==> src/rtl/conv_idx_gen.sv <==
// Convolution index sequencer: walks every (x, y) pair of two runtime-sized
// operands and emits x/y plus z = x + y + base over a valid/ready handshake.
module conv_idx_gen #(
    parameter int IDX_W = 6
) (
    input  logic             clk,
    input  logic             rstn,
    input  logic             start,
    input  logic             abort,
    input  logic [IDX_W-1:0] size_x,
    input  logic [IDX_W-1:0] size_y,
    input  logic [IDX_W:0]   z_base,
    input  logic             out_ready,
    output logic             out_valid,
    output logic [IDX_W-1:0] x_idx,
    output logic [IDX_W-1:0] y_idx,
    output logic [IDX_W:0]   z_idx,
    output logic             out_last,
    output logic             busy,
    output logic             done
);
    localparam int ZW = IDX_W + 1;

    typedef enum logic [1:0] {S_IDLE, S_RUN, S_DONE} state_t;

    state_t           state_q, state_d;
    logic [IDX_W-1:0] x_q, x_d, y_q, y_d;
    logic [IDX_W-1:0] sx_q, sx_d, sy_q, sy_d;
    logic [ZW-1:0]    z_q, z_d, zb_q, zb_d;
    logic             valid_q, valid_d, last_q, last_d;
    logic             busy_q, busy_d, done_q, done_d;

    logic [IDX_W-1:0] sx_m1, sy_m1, x_inc, y_inc;
    logic             idx_upd;

    always_ff @(posedge clk or negedge rstn) begin
        if (!rstn) begin
            state_q <= S_IDLE;
            x_q     <= '0;
            y_q     <= '0;
            z_q     <= '0;
            sx_q    <= '0;
            sy_q    <= '0;
            zb_q    <= '0;
            valid_q <= 1'b0;
            last_q  <= 1'b0;
            busy_q  <= 1'b0;
            done_q  <= 1'b0;
        end else begin
            state_q <= state_d;
            x_q     <= x_d;
            y_q     <= y_d;
            z_q     <= z_d;
            sx_q    <= sx_d;
            sy_q    <= sy_d;
            zb_q    <= zb_d;
            valid_q <= valid_d;
            last_q  <= last_d;
            busy_q  <= busy_d;
            done_q  <= done_d;
        end
    end

    always_comb begin
        sx_m1   = sx_q - IDX_W'(1);
        sy_m1   = sy_q - IDX_W'(1);
        x_inc   = x_q + IDX_W'(1);
        y_inc   = y_q + IDX_W'(1);

        state_d = state_q;
        x_d     = x_q;
        y_d     = y_q;
        z_d     = z_q;
        sx_d    = sx_q;
        sy_d    = sy_q;
        zb_d    = zb_q;
        valid_d = valid_q;
        last_d  = last_q;
        busy_d  = busy_q;
        done_d  = 1'b0;
        idx_upd = 1'b0;

        case (state_q)
            S_IDLE: begin
                valid_d = 1'b0;
                last_d  = 1'b0;
                busy_d  = 1'b0;
                if (start) begin
                    sx_d   = size_x;
                    sy_d   = size_y;
                    zb_d   = z_base;
                    busy_d = 1'b1;
                    if (size_x == '0 || size_y == '0) begin
                        state_d = S_DONE;
                        done_d  = 1'b1;
                    end else begin
                        state_d = S_RUN;
                        x_d     = '0;
                        y_d     = '0;
                        idx_upd = 1'b1;
                        valid_d = 1'b1;
                        last_d  = (size_x == IDX_W'(1)) && (size_y == IDX_W'(1));
                    end
                end
            end
            S_RUN: begin
                // y is the inner loop; last is predicted from the next indices
                if (valid_q && out_ready) begin
                    idx_upd = 1'b1;
                    if (y_q != sy_m1) begin
                        y_d    = y_inc;
                        last_d = (x_q == sx_m1) && (y_inc == sy_m1);
                    end else begin
                        y_d = '0;
                        if (x_q != sx_m1) begin
                            x_d    = x_inc;
                            last_d = (x_inc == sx_m1) && (sy_m1 == '0);
                        end else begin
                            state_d = S_DONE;
                            valid_d = 1'b0;
                            last_d  = 1'b0;
                            done_d  = 1'b1;
                        end
                    end
                end
            end
            S_DONE: begin
                state_d = S_IDLE;
                busy_d  = 1'b0;
            end
            default: begin
                state_d = S_IDLE;
            end
        endcase

        if (idx_upd)
            z_d = ZW'(x_d) + ZW'(y_d) + zb_d;

        // abort overrides everything above, including a final handshake
        if (abort) begin
            state_d = S_IDLE;
            x_d     = x_q;
            y_d     = y_q;
            z_d     = z_q;
            sx_d    = sx_q;
            sy_d    = sy_q;
            zb_d    = zb_q;
            valid_d = 1'b0;
            last_d  = 1'b0;
            busy_d  = 1'b0;
            done_d  = 1'b0;
        end
    end

    assign out_valid = valid_q;
    assign x_idx     = x_q;
    assign y_idx     = y_q;
    assign z_idx     = z_q;
    assign out_last  = last_q;
    assign busy      = busy_q;
    assign done      = done_q;

endmodule

==> config.mk <==
export PLATFORM = sky130hd
export DESIGN_NAME = conv_idx_gen
export DESIGN_NICKNAME = d
export VERILOG_FILES = /design/src/rtl/conv_idx_gen.sv
export SDC_FILE = /design/constraint.sdc
export NUM_CORES = 1
export LEC_CHECK = 0
export BUFFER_PORTS_ARGS = -buffer_cell sky130_fd_sc_hd__buf_2
export CORE_MARGIN = 10
export CORE_UTILIZATION = 35
export CTS_CLUSTER_SIZE = 20
export DETAILED_ROUTE_END_ITERATION = 7
export HOLD_SLACK_MARGIN = 0.05
export SYNTH_ARGS = -nofsm -noshare
export SYNTH_HDL_FRONTEND = slang
export SYNTH_SLANG_ARGS = --single-unit
==> constraint.sdc <==
create_clock -name clk -period 4 [get_ports clk]
set_clock_uncertainty 0.1 [all_clocks]
set_input_delay 0.4 -clock clk [delete_from_list [all_inputs] [get_ports clk]]
set_output_delay 0.4 -clock clk [all_outputs]
set_load 0.05 [all_outputs]
* Word level (Yosys, flattened, before mapping)
Index checks and enable logic that the tools add are counted.
** Word-level totals
- Output and inout port bits :: 23
- Input bits :: 24
- Register bits :: 44
** Cells by class
- Reductions and logical operators :: 16
- $add $sub $neg :: 6
- Mux-type cells :: 46
- Eq/ne operators :: 13
- Bitwise operators :: 1
** Operator list (number)
- $mux 6 :: 9
- $pmux 6 s2 :: 2
- $mux 1 :: 21
- $eq 6x6->1 :: 3
- $logic_not 6->1 :: 3
- $mux 7 :: 2
- $add 6x1->6 const B :: 2
- $eq 6x1->1 const B :: 2
- $mux 2 :: 6
- $ne 3x3->1 const B :: 4
- $ne 6x6->1 :: 2
- $sub 6x1->6 const B :: 2
- $pmux 1 s2 :: 5
- $reduce_and 4->1 :: 2
- $add 6x6->7 :: 1
- $add 7x7->7 :: 1
- $reduce_bool 3->1 :: 2
- $logic_and 1x1->1 :: 4
- $pmux 2 s2 :: 1
- $reduce_and 2->1 :: 2
- $reduce_and 3->1 :: 1
- $eq 2x1->1 const B :: 1
- $eq 2x2->1 const B :: 1
- $logic_not 2->1 :: 1
- 2 further kinds :: 2

* Logic depth before layout (Yosys ltp)
Gate-level depths: netlist (run 1).
- Depth in word-level cells :: 8
- Mapped depth :: 18

* Worst setup path after synthesis (run 1)
OpenSTA, ideal clock, no wires.
- Kind :: reg2reg
- Start :: register y_q[3] (netlist: y_idx[3])
- End :: register z_q[6] (netlist: z_idx[6])
- Cell stages (with the launch flop) :: 18
- Library setup time :: 0.128 ns
- Arrival :: 3.587 ns
- Setup slack :: 0.186 ns
- Data required time :: 3.772 ns
- Clock period less this slack :: 3.814 ns
- Path through :: dfrtp_1 -> buf_2 -> xor2_1 -> xnor2_1 -> and4_1 -> buf_2 -> and2_1 -> buf_2 -> o21ai_0 -> a31oi_1 -> fa_1 -> inv_1 -> ha_1 -> a21o_1 -> a21oi_1 -> o21ai_0 -> xnor2_1 -> o21ai_0
** On the way
- Cells in the longest elaborated chain, start to end :: 6
- Elaborated cells on any way between the ends :: 12
- Those cells by class :: add/sub (3); eq/ne (1); mux (8)
** Ends and longest elaborated chain
- start: declaration :: line 27 : logic [IDX_W-1:0] x_q, x_d, y_q, y_d;
- start signal: assignment :: line 52 : y_q <= y_d;
- $add 6x1->6 or $ne 6x6->1 (tied branches) :: line 68, 110
- $mux 6 :: line 110 : if (y_q != sy_m1) begin
- $mux 6 :: line 108 : if (valid_q && out_ready) begin
- $pmux 6 s2 :: line 83 : case (state_q)
- $add 6x6->7 (*) :: line 137 : z_d = ZW'(x_d) + ZW'(y_d) + zb_d;
- $add 7x7->7 (*) :: line 137
- end signal: assignment :: line 53 : z_q <= z_d;
- end: declaration :: line 29 : logic [ZW-1:0] z_q, z_d, zb_q, zb_d;
Every way passes the cells marked *; elsewhere a longest branch is shown, timed or not.
A chain may end at the register's enable or synchronous reset.

* Worst setup path in the final report (run 1)
- Start :: register sx_q[0]
- End :: register z_q[5] (netlist: z_idx[5])
** On the way
- Cells in the longest elaborated chain, start to end :: 8
** Ends and longest elaborated chain
- start: declaration :: line 28 : logic [IDX_W-1:0] sx_q, sx_d, sy_q, sy_d;
- start signal: assignment :: line 42 : sx_q <= '0;
- start signal: assignment :: line 54 : sx_q <= sx_d;
- $sub 6x1->6 :: line 65 : sx_m1 = sx_q - IDX_W'(1);
- $ne 6x6->1 :: line 115 : if (x_q != sx_m1) begin
- $mux 6 :: line 115
- $mux 6 :: line 110
- $mux 6 :: line 108
- $pmux 6 s2 :: line 83
- $add 6x6->7 :: line 137
- $add 7x7->7 :: line 137
Every way passes these cells.

==> out/qor.csv, run 1 <==
metric,value,unit
slew_headroom,0.328,
finalSetupViolCount,0,
synth-seq-area-share,0.349,
gp_congestion,0.866,
synth_top_area_frac,0.349,
synthCells,327,
end_kind,register,
synth_top_flop_cell,dfrtp_1,
cts_tree,yes,
grt.total_usage,0.128,
cts_hold_buffers,0,
clkSlewWorstSetupHoldPaths,0.09,ns
core,0.00876,mm^2
power_density,411,mW/mm^2
yosys-top-cells-area,"dfrtp_1 (35%), mux2_2 (7.5%), xor2_1 (5.5%), fa_1 (4.4%), xnor2_1 (4.4%)",
layout.nets,429,
nFillCells,871,
cts_htree_levels,2,
start_kind,register,
grt_pass1_vias,2824,
cp_top_family,simple AND/OR/NAND/NOR gates,
irDropWorstVdd,0.143,mV
finalMaxSlewViolations,0,
placed_cell_area,0.00359,mm^2
synth_nets,368,
async_flop_share,1.00,
synth_cell_types,52,
wirelength,8380,um
dr.pass1.iters,4,
period_share,0.943,
max_cap_viol_count,0,
drc,0,
hold_path_class,input port to asynchronous set/reset pin,
area_delta_synth_final,22.3,%
final_area,0.00386,mm^2
synth-edff-count,0,
power,1.59,mW
clockRootBuffer,clkbuf_8,
crit_slowest_cell,dfrtp_1,
initial_core_util,0.361,
yosysTopAreaCell,dfrtp_1,
drtAntennaViolNets,0,
synth-seq-cells,44,
worst_pin_slew,1.01,ns
drive_gt1_frac,0.326,
grt_first_pass_wirelength,14000,um
critical_path_required,4.07,ns
fin_crit,3.77,ns
post-dp-hpwl,6510,um
ios,47,
insertion_delay,0.30,ns
register_area,0.00110,mm^2
cp_max_fo,5,
critPathKind,register to register,
die_x,115,um
ys_warn_count,0,
avgSynthCellArea,9.66,um^2
cp_slowest_stage_delay,0.41,ns
overflow,0,
p_leak,1.74,nW
drtIter0Drc,162,
die_y,115,um
cp.arrival,3.84,ns
finalSetupTns,0,ns
outcome,finished clean,
path_cells,or3_4 -> xnor2_1 -> o211ai_2 -> buf_4 -> or2_2 -> nand3_2 -> o21ai_1 -> fa_1 -> ha_2 -> inv_1 -> fa_2 -> inv_1 -> a21o_1 -> a21oi_1 -> xor2_1 -> o21ai_1,
io_buffers,46,
cts_sinks,44,
viasPerCell,5.44,
diodes,0,
vias,2706,
rows,34,
cts_buffer_depth,2,
grt_max_degree,45,
critPathBufInv,3,
dieArea,0.0132,mm^2
wl_per_cell,16.9,um
cts-buffers-inserted,5,
netlist_area,0.00316,mm^2
multiInputGateArea,0.00204,mm^2
hold_viol,0,
antenna_found_initial,0,
max_clock_freq,265,MHz
-- area by class of cell --
class / instances / share of cell area
multi-input cells: 253 / 0.527
flip-flops and latches: 44 / 0.285
repair buffers: 70 / 0.106
well taps: 108 / 0.0350
clock buffers: 7 / 0.0249
inverters: 14 / 0.0136
clock inverters: 1 / 0.00777
-- synthesized netlist by cell type (3+ instances only) --
master,instances
nand2_1,25
nor2_1,20
xnor2_1,16
a2bb2oi_1,4
o211ai_1,3
ha_1,10
or4_1,3
or3_1,4
a21oi_1,11
mux2i_1,6
fa_1,7
nor3b_1,4
o21ai_0,15
o31ai_1,3
nor3_1,6
clkbuf_1,7
inv_1,14
nand4_1,4
o31a_1,3
a21o_1,10
nand3_1,14
nor4_1,8
xor2_1,20
dfrtp_1,44
buf_2,9
mux2_2,21
-- metrics by stage --
stage | util | worst slack (ns) | cells | hold WS [ns]
detailed placement | 0.410 | 0.00720 | 483 | 0.366
floorplan | - | 0.186 | 327 | 0.00441
CTS | 0.426 | 0.0154 | 493 | 0.214
global route | 0.441 | -0.00417 | 497 | 0.246
finish | 0.441 | 0.228 | 497 | 0.168
global placement | 0.410 | 0.0286 | 483 | 0.363
-- per-layer routing --
| layer | track usage | wire (um) |
|---|---|---|
| met5 | 0 | 0 |
| met4 | 0.0305 | 131 |
| met3 | 0.0250 | 571 |
| met2 | 0.220 | 4050 |
| met1 | 0.161 | 3630 |
-- power by group --
group | switching [mW] | internal, mW | total (mW)
Clock | 0.162 | 0.221 | 0.383
Combinational | 0.370 | 0.260 | 0.630
Sequential | 0.0611 | 0.515 | 0.576
-- worst paths after layout --
path / from / end / slack, ns / depth (start not counted)
hold / removal: rstn / busy / 0.17 / 1
setup reg to reg: sx_q[0] / z_idx[5] / 0.23 / 16
setup / recovery: sx_q[0] / z_idx[5] / 0.23 / 16
hold reg to reg: z_idx[3] / z_idx[3] / 0.38 / 2
min in group clk: size_y[1] / sy_q[1] / 0.24 / 3
max in group asynchronous: rstn / x_idx[5] / 3.01 / 1
-- cells by family after synthesis --
logic type | after synthesis | synth area share
AOI/OAI and AO/OA | 68 | 0.153
buffers and inverters | 30 | 0.0392
xor gates and xnor gates | 37 | 0.105
muxes | 27 | 0.0939
and+or+nand+nor | 104 | 0.176
adders and majority gates | 17 | 0.0840
DFF | 44 | 0.349
-- state kept, by name, indices dropped and copies added, names as in the netlist --
signal     flops
out_valid      1
y_idx          6
x_idx          6
sx_q           6
done           1
out_last       1
sy_q           6
state_q        2
z_idx          7
busy           1
zb_q           7
-- repair_timing --
item / CTS / global route
gates resized for setup: 1 / 22
pin swaps: 1 / 5
endpoints found under the setup margin: 2 / 5
gates cloned: 0 / 0
setup buffers: 2 / 4
-- placed cells by master (no fill, tap or decap), types with 3 or more instances in the layout --
cell	n
inv_1	13
o211ai_1	3
buf_4	24
o21ai_0	13
xnor2_2	3
nand3_1	13
o21ai_1	4
nand2_1	25
mux2i_1	6
a21o_1	10
clkbuf_8	7
nand4_1	4
a2bb2oi_1	4
fa_1	6
or3_1	3
o31a_1	3
a21oi_1	10
nor3_1	6
xnor2_1	14
ha_1	7
dfrtp_1	44
or4_1	3
nor2_1	19
mux2_2	21
nor4_1	6
xor2_1	18
buf_2	46
-- worst reg2reg max path, stage by stage (launching register included) --
cell and delay, ns:
dfrtp_1 0.41, or3_4 0.41, xnor2_1 0.27, o211ai_2 0.19, buf_4 0.17, or2_2 0.35
nand3_2 0.15, o21ai_1 0.11, fa_1 0.40, ha_2 0.19, inv_1 0.06, fa_2 0.20
inv_1 0.04, a21o_1 0.16, a21oi_1 0.16, xor2_1 0.18, o21ai_1 0.08
Note: power is estimated with default switching activity, not from simulation.
==> run 2: changes to the inputs <==
PLACE_DENSITY = 0.59   (was unset)
clock period = 4.9 ns   (was 4 ns; I/O delays follow)
==> out/qor.csv, run 2 (synthesis gave the netlist of run 1 again) <==
metric,value,unit
grt_first_pass_wirelength,13500,um
slew_headroom,0.316,
overflow,0,
finalSetupTns,0,ns
cts_sinks,44,
grt_pass1_vias,2617,
startpoint,sy_q[0],
drtIter0Drc,119,
layout_common_cells,"buf_2 (46), dfrtp_1 (44), nand2_1 (25)",
drc,0,
cts_buffer_depth,2,
max_clock_freq,235,MHz
outcome,finished clean,
power,1.18,mW
power_density,330,mW/mm^2
layout_commonest_cell,buf_2,
cp_max_fo,7,
cts_tree,yes,
r2r_slack,0.64,ns
cts_hold_buffers,0,
antenna_found_initial,0,
viasPerCell,5.37,
hold_path_class,input port to asynchronous set/reset pin,
r2r-end,z_idx[5],
critical_path_required,4.96,ns
ios,47,
grt_max_degree,45,
grt.total_usage,0.123,
dieArea,0.0132,mm^2
nFillCells,881,
end_kind,register,
period_share,0.869,
drtAntennaViolNets,0,
crit_slowest_cell,fa_1,
die_y,115,um
cp.arrival,4.32,ns
instances_no_fill,475,
area_delta_synth_final,13.1,%
rows,34,
initial_core_util,0.361,
reg2reg_depth,14,
cts-buffers-inserted,5,
clockRootBuffer,clkbuf_8,
gp_congestion,0.851,
max_cap_viol_count,0,
p_leak,1.60,nW
wirelength,7970,um
post-dp-hpwl,6180,um
cts_htree_levels,2,
diodes,0,
fin_crit,4.26,ns
path_cells,inv_1 -> ha_1 -> xor2_1 -> xnor2_1 -> and4_1 -> and2_1 -> nand3_1 -> o31ai_1 -> fa_1 -> ha_1 -> a21o_1 -> a21oi_1 -> xor2_1 -> o21ai_0,
layout.nets,408,
post_cts_buffers,0,
dr.pass1.iters,4,
final_area,0.00357,mm^2
core,0.00876,mm^2
critPathKind,register to register,
grt_setup_unrepaired,no,
placed_cells,468,
finalSetupViolCount,0,
hold_viol,0,
cp_slowest_stage_delay,0.48,ns
cts_resized,0,
irDropWorstVdd,0.100,mV
r2r_start,sy_q[0],
insertion_delay,0.30,ns
hold_slack,0.256,ns
vias,2549,
finalMaxSlewViolations,0,
drive_gt1_frac,0.237,
crit_path_end,z_idx[5],
io_buffers,46,
start_kind,register,
placed_cell_area,0.00348,mm^2
die_x,115,um
worst_pin_slew,1.03,ns
clkSlewWorstSetupHoldPaths,0.09,ns
wl_per_cell,16.8,um
==> run 2: cell types whose count changed in the layout (fill, tap and decap cells not counted), sizes merged <==
cell / delta
bufinv: -1
buf: -21
==> run 2: per-stage QoR <==
stage | setup WS [ns] | util
floorplan | 1.09 | -
global placement | 0.764 | 0.397
detailed placement | 0.704 | 0.397
CTS | 0.676 | 0.408
global route | 0.274 | 0.408
finish | 0.641 | 0.408
==> run 2: cell type report <==
type / count / area [um^2] / area share
flip-flops and latches: 44 / 1100 / 0.308
multi-input cells: 253 / 1940 / 0.542
repair buffers: 49 / 253 / 0.0707
clock buffers: 7 / 96.3 / 0.0270
inverters: 14 / 52.6 / 0.0147
well taps: 108 / 135 / 0.0378
==> run 2: critical path, delay by kind of cell (launching register included) <==
family | cells | cell delay (ns)
AO/OA/AOI/OAI | 4 | 0.85
XOR/XNOR | 3 | 0.61
adder cells (fa/ha/maj) | 3 | 1.07
buffers and inverters | 1 | 0.09
flip-flops | 1 | 0.46
AND/OR/NAND/NOR | 3 | 0.91
==> run 2: worst min path at each step <==
stage	cells past startpoint	startpoint	end	slack (ns)
3_3_place_gp	2	z_idx[2]	z_idx[2]	0.37
5_1_grt	3	size_y[1]	sy_q[1]	0.33
6_report	1	rstn	busy	0.26
4_1_cts	1	rstn	busy	0.30
3_5_place_dp	2	z_idx[3]	z_idx[3]	0.37
2_1_floorplan	0	rstn	busy	0.09
==> run 2: where the power goes <==
| group | total, mW | switching, mW | leakage (nW) | internal (mW) |
|---|---|---|---|---|
| registers | 0.472 | 0.0515 | 0.551 | 0.420 |
| clock network | 0.252 | 0.126 | 0.0503 | 0.126 |
| logic | 0.458 | 0.281 | 1.00 | 0.177 |
| total | 1.18 | 0.458 | 1.60 | 0.723 |
==> run 2: layer usage <==
metal | track usage | routed length, um | up-vias
li1 | - | - | 1251
met1 | 0.164 | 3640 | 1232
met2 | 0.200 | 3780 | 58
met3 | 0.0271 | 479 | 8
met4 | 0.0289 | 70 | 0
met5 | 0 | 0 | -
==> run 3: changes to the inputs <==
ABC_AREA = 1   (was unset)
CORE_UTILIZATION = 63   (was 35)
PLACE_DENSITY = 0.92   (was 0.59)
==> out/qor.csv, run 3 <==
metric,value,unit
layout_common_cells,"nand2_1 (197), inv_1 (71), buf_2 (46)",
grt_pass1_vias,3343,
critPathKind,register to register,
max_cap_viol_count,0,
dieArea,0.00886,mm^2
wirelength,9330,um
synth_top_flop_cell,dfrtp_1,
drtAntennaViolNets,0,
finalSetupViolCount,0,
fin_crit,4.10,ns
critical_path_required,4.98,ns
clkSlewWorstSetupHoldPaths,0.09,ns
final_area,0.00381,mm^2
outcome,finished clean,
grt.total_usage,0.215,
hold_path_class,input port to asynchronous set/reset pin,
max_clock_freq,244,MHz
post_cts_buffers,0,
synth-seq-cells,44,
end_kind,register,
avgSynthCellArea,6.56,um^2
ys_warn_count,0,
highest_layer,met4,
vias,3500,
netlist_area,0.00346,mm^2
worst_pin_slew,1.10,ns
grt_max_degree,45,
yosys-top-cells-area,"dfrtp_1 (32%), nand2_1 (21%), inv_1 (7.7%), nand3_1 (5.9%), o21ai_0 (5.1%)",
synthCells,528,
diodes,0,
power_density,493,mW/mm^2
register_area,0.00110,mm^2
layout_commonest_cell,nand2_1,
overflow,0,
cts-buffers-inserted,5,
irDropWorstVdd,0.382,mV
rows,26,
clockRootBuffer,clkbuf_8,
cts_tree,yes,
viasPerCell,5.47,
die_y,94.1,um
cts_sinks,44,
synth_nets,569,
post-dp-hpwl,7370,um
synth-edff-count,0,
wl_met3,733,um
cts_htree_levels,2,
synth.most_common_cell,nand2_1,
grt_setup_unrepaired,no,
io_buffers,46,
yosysTopAreaCell,dfrtp_1,
start_kind,register,
synth-seq-area-share,0.318,
cp_max_fo,7,
slew_headroom,0.263,
ys_top_cells_by_count,"nand2_1 (197), inv_1 (71), dfrtp_1 (44)",
die_x,94.1,um
wl_met2,4520,um
antenna_found_initial,0,
cp.arrival,4.18,ns
hold_viol,0,
wl_met1,3930,um
grt_first_pass_wirelength,15400,um
wl_per_cell,14.6,um
synth_cell_types,33,
core,0.00520,mm^2
synth_top_area_frac,0.318,
initial_core_util,0.665,
multiInputGateArea,0.00201,mm^2
drtIter0Drc,318,
cts_buffer_depth,2,
drive_gt1_frac,0.126,
period_share,0.837,
ios,47,
layout.nets,611,
async_flop_share,1.00,
finalMaxSlewViolations,0,
nFillCells,441,
insertion_delay,0.31,ns
gp_congestion,0.957,
p_leak,2.12,nW
area_delta_synth_final,10.1,%
dr.pass1.iters,5,
cts_resized,0,
cts_hold_buffers,0,
finalSetupTns,0,ns
placed_cell_area,0.00372,mm^2
r2r_slack,0.80,ns
drc,0,
run 3: changes by cell type after synthesis, moves of 10 or more:
| cell | before | now |
|---|---|---|
| nand2_1 | 25 | 197 |
| inv_1 | 14 | 71 |
| nand3_1 | 14 | 41 |
| mux2_2 | 21 | 1 |
| nor2_1 | 20 | 40 |
| o21ai_0 | 15 | 35 |
| xor2_1 | 20 | 7 |
| xnor2_1 | 16 | 5 |
| a21o_1 | 10 | 0 |
run 3: worst max-delay path, cell delays in order (launching register included):
cell and delay (ns):
dfrtp_1 0.43, inv_1 0.22, ha_1 0.30, inv_1 0.08, nand2_1 0.08, nand2_2 0.09, nand2_1 0.07, nand2_1 0.06
nor2_2 0.12, nand3_2 0.11, nor2_4 0.18, nand3_2 0.11, inv_2 0.13, nand3_2 0.09, nand2_1 0.10, inv_1 0.06
fa_1 0.56, inv_1 0.07, ha_1 0.28, nand3_1 0.09, nand3_1 0.11, nand2_1 0.09, nand2_1 0.06, a21oi_1 0.15
xnor2_1 0.13, o21ai_0 0.10
run 3: cell families (layout without fill, tap and decap cells):
logic type,count (synthesis),in the layout,synth area share
AND/OR/NAND/NOR,304,304,0.370
buffers and inverters,87,129,0.102
AO/OA/AOI/OAI,63,63,0.100
flip-flops,44,44,0.318
adder cells (fa/ha/maj),17,17,0.0766
XOR/XNOR,12,12,0.0303
multiplexers,1,1,0.00325
run 3: per-layer routing:
metal  global-route usage  up-vias
li1                     -     1742
met2                0.367      135
met4               0.0759        0
met3               0.0440       13
met5                    0        -
met1                0.260     1610
run 3: metrics by stage:
step / setup slack, ns / power (mW) / hold slack [ns] / instances / utilization
after floorplan: 1.36 / 1.36 / 0.0944 / 528 / -
after global placement: 1.06 / 1.58 / 0.360 / 633 / 0.714
after detailed placement: 0.814 / 1.61 / 0.369 / 633 / 0.714
after CTS: 0.803 / 1.87 / 0.287 / 640 / 0.732
after global routing: 0.476 / 2.03 / 0.311 / 640 / 0.732
final: 0.801 / 1.88 / 0.233 / 640 / 0.732
run 3: final timing paths:
kind / start / to / cells past startpoint
worst max-delay path: sy_q[0] / z_idx[6] / 25
worst min-delay path: rstn / y_idx[0] / 1
worst max register to register: sy_q[0] / z_idx[6] / 25
worst min register to register: out_last / out_last / 2
max in group asynchronous: rstn / x_idx[1] / 1
min in group clk: z_base[3] / zb_q[3] / 3
run 3: report_power, final:
part | internal [mW] | total [mW] | switching (mW)
Combinational | 0.330 | 1.05 | 0.717
Clock | 0.126 | 0.257 | 0.131
Sequential | 0.463 | 0.575 | 0.112
run 3: layout make-up:
type,count,area share
multi-input cells,397,0.527
flip-flops and latches,44,0.289
inverters,75,0.0738
repair buffers,47,0.0624
clock buffers,7,0.0253
well taps,70,0.0230
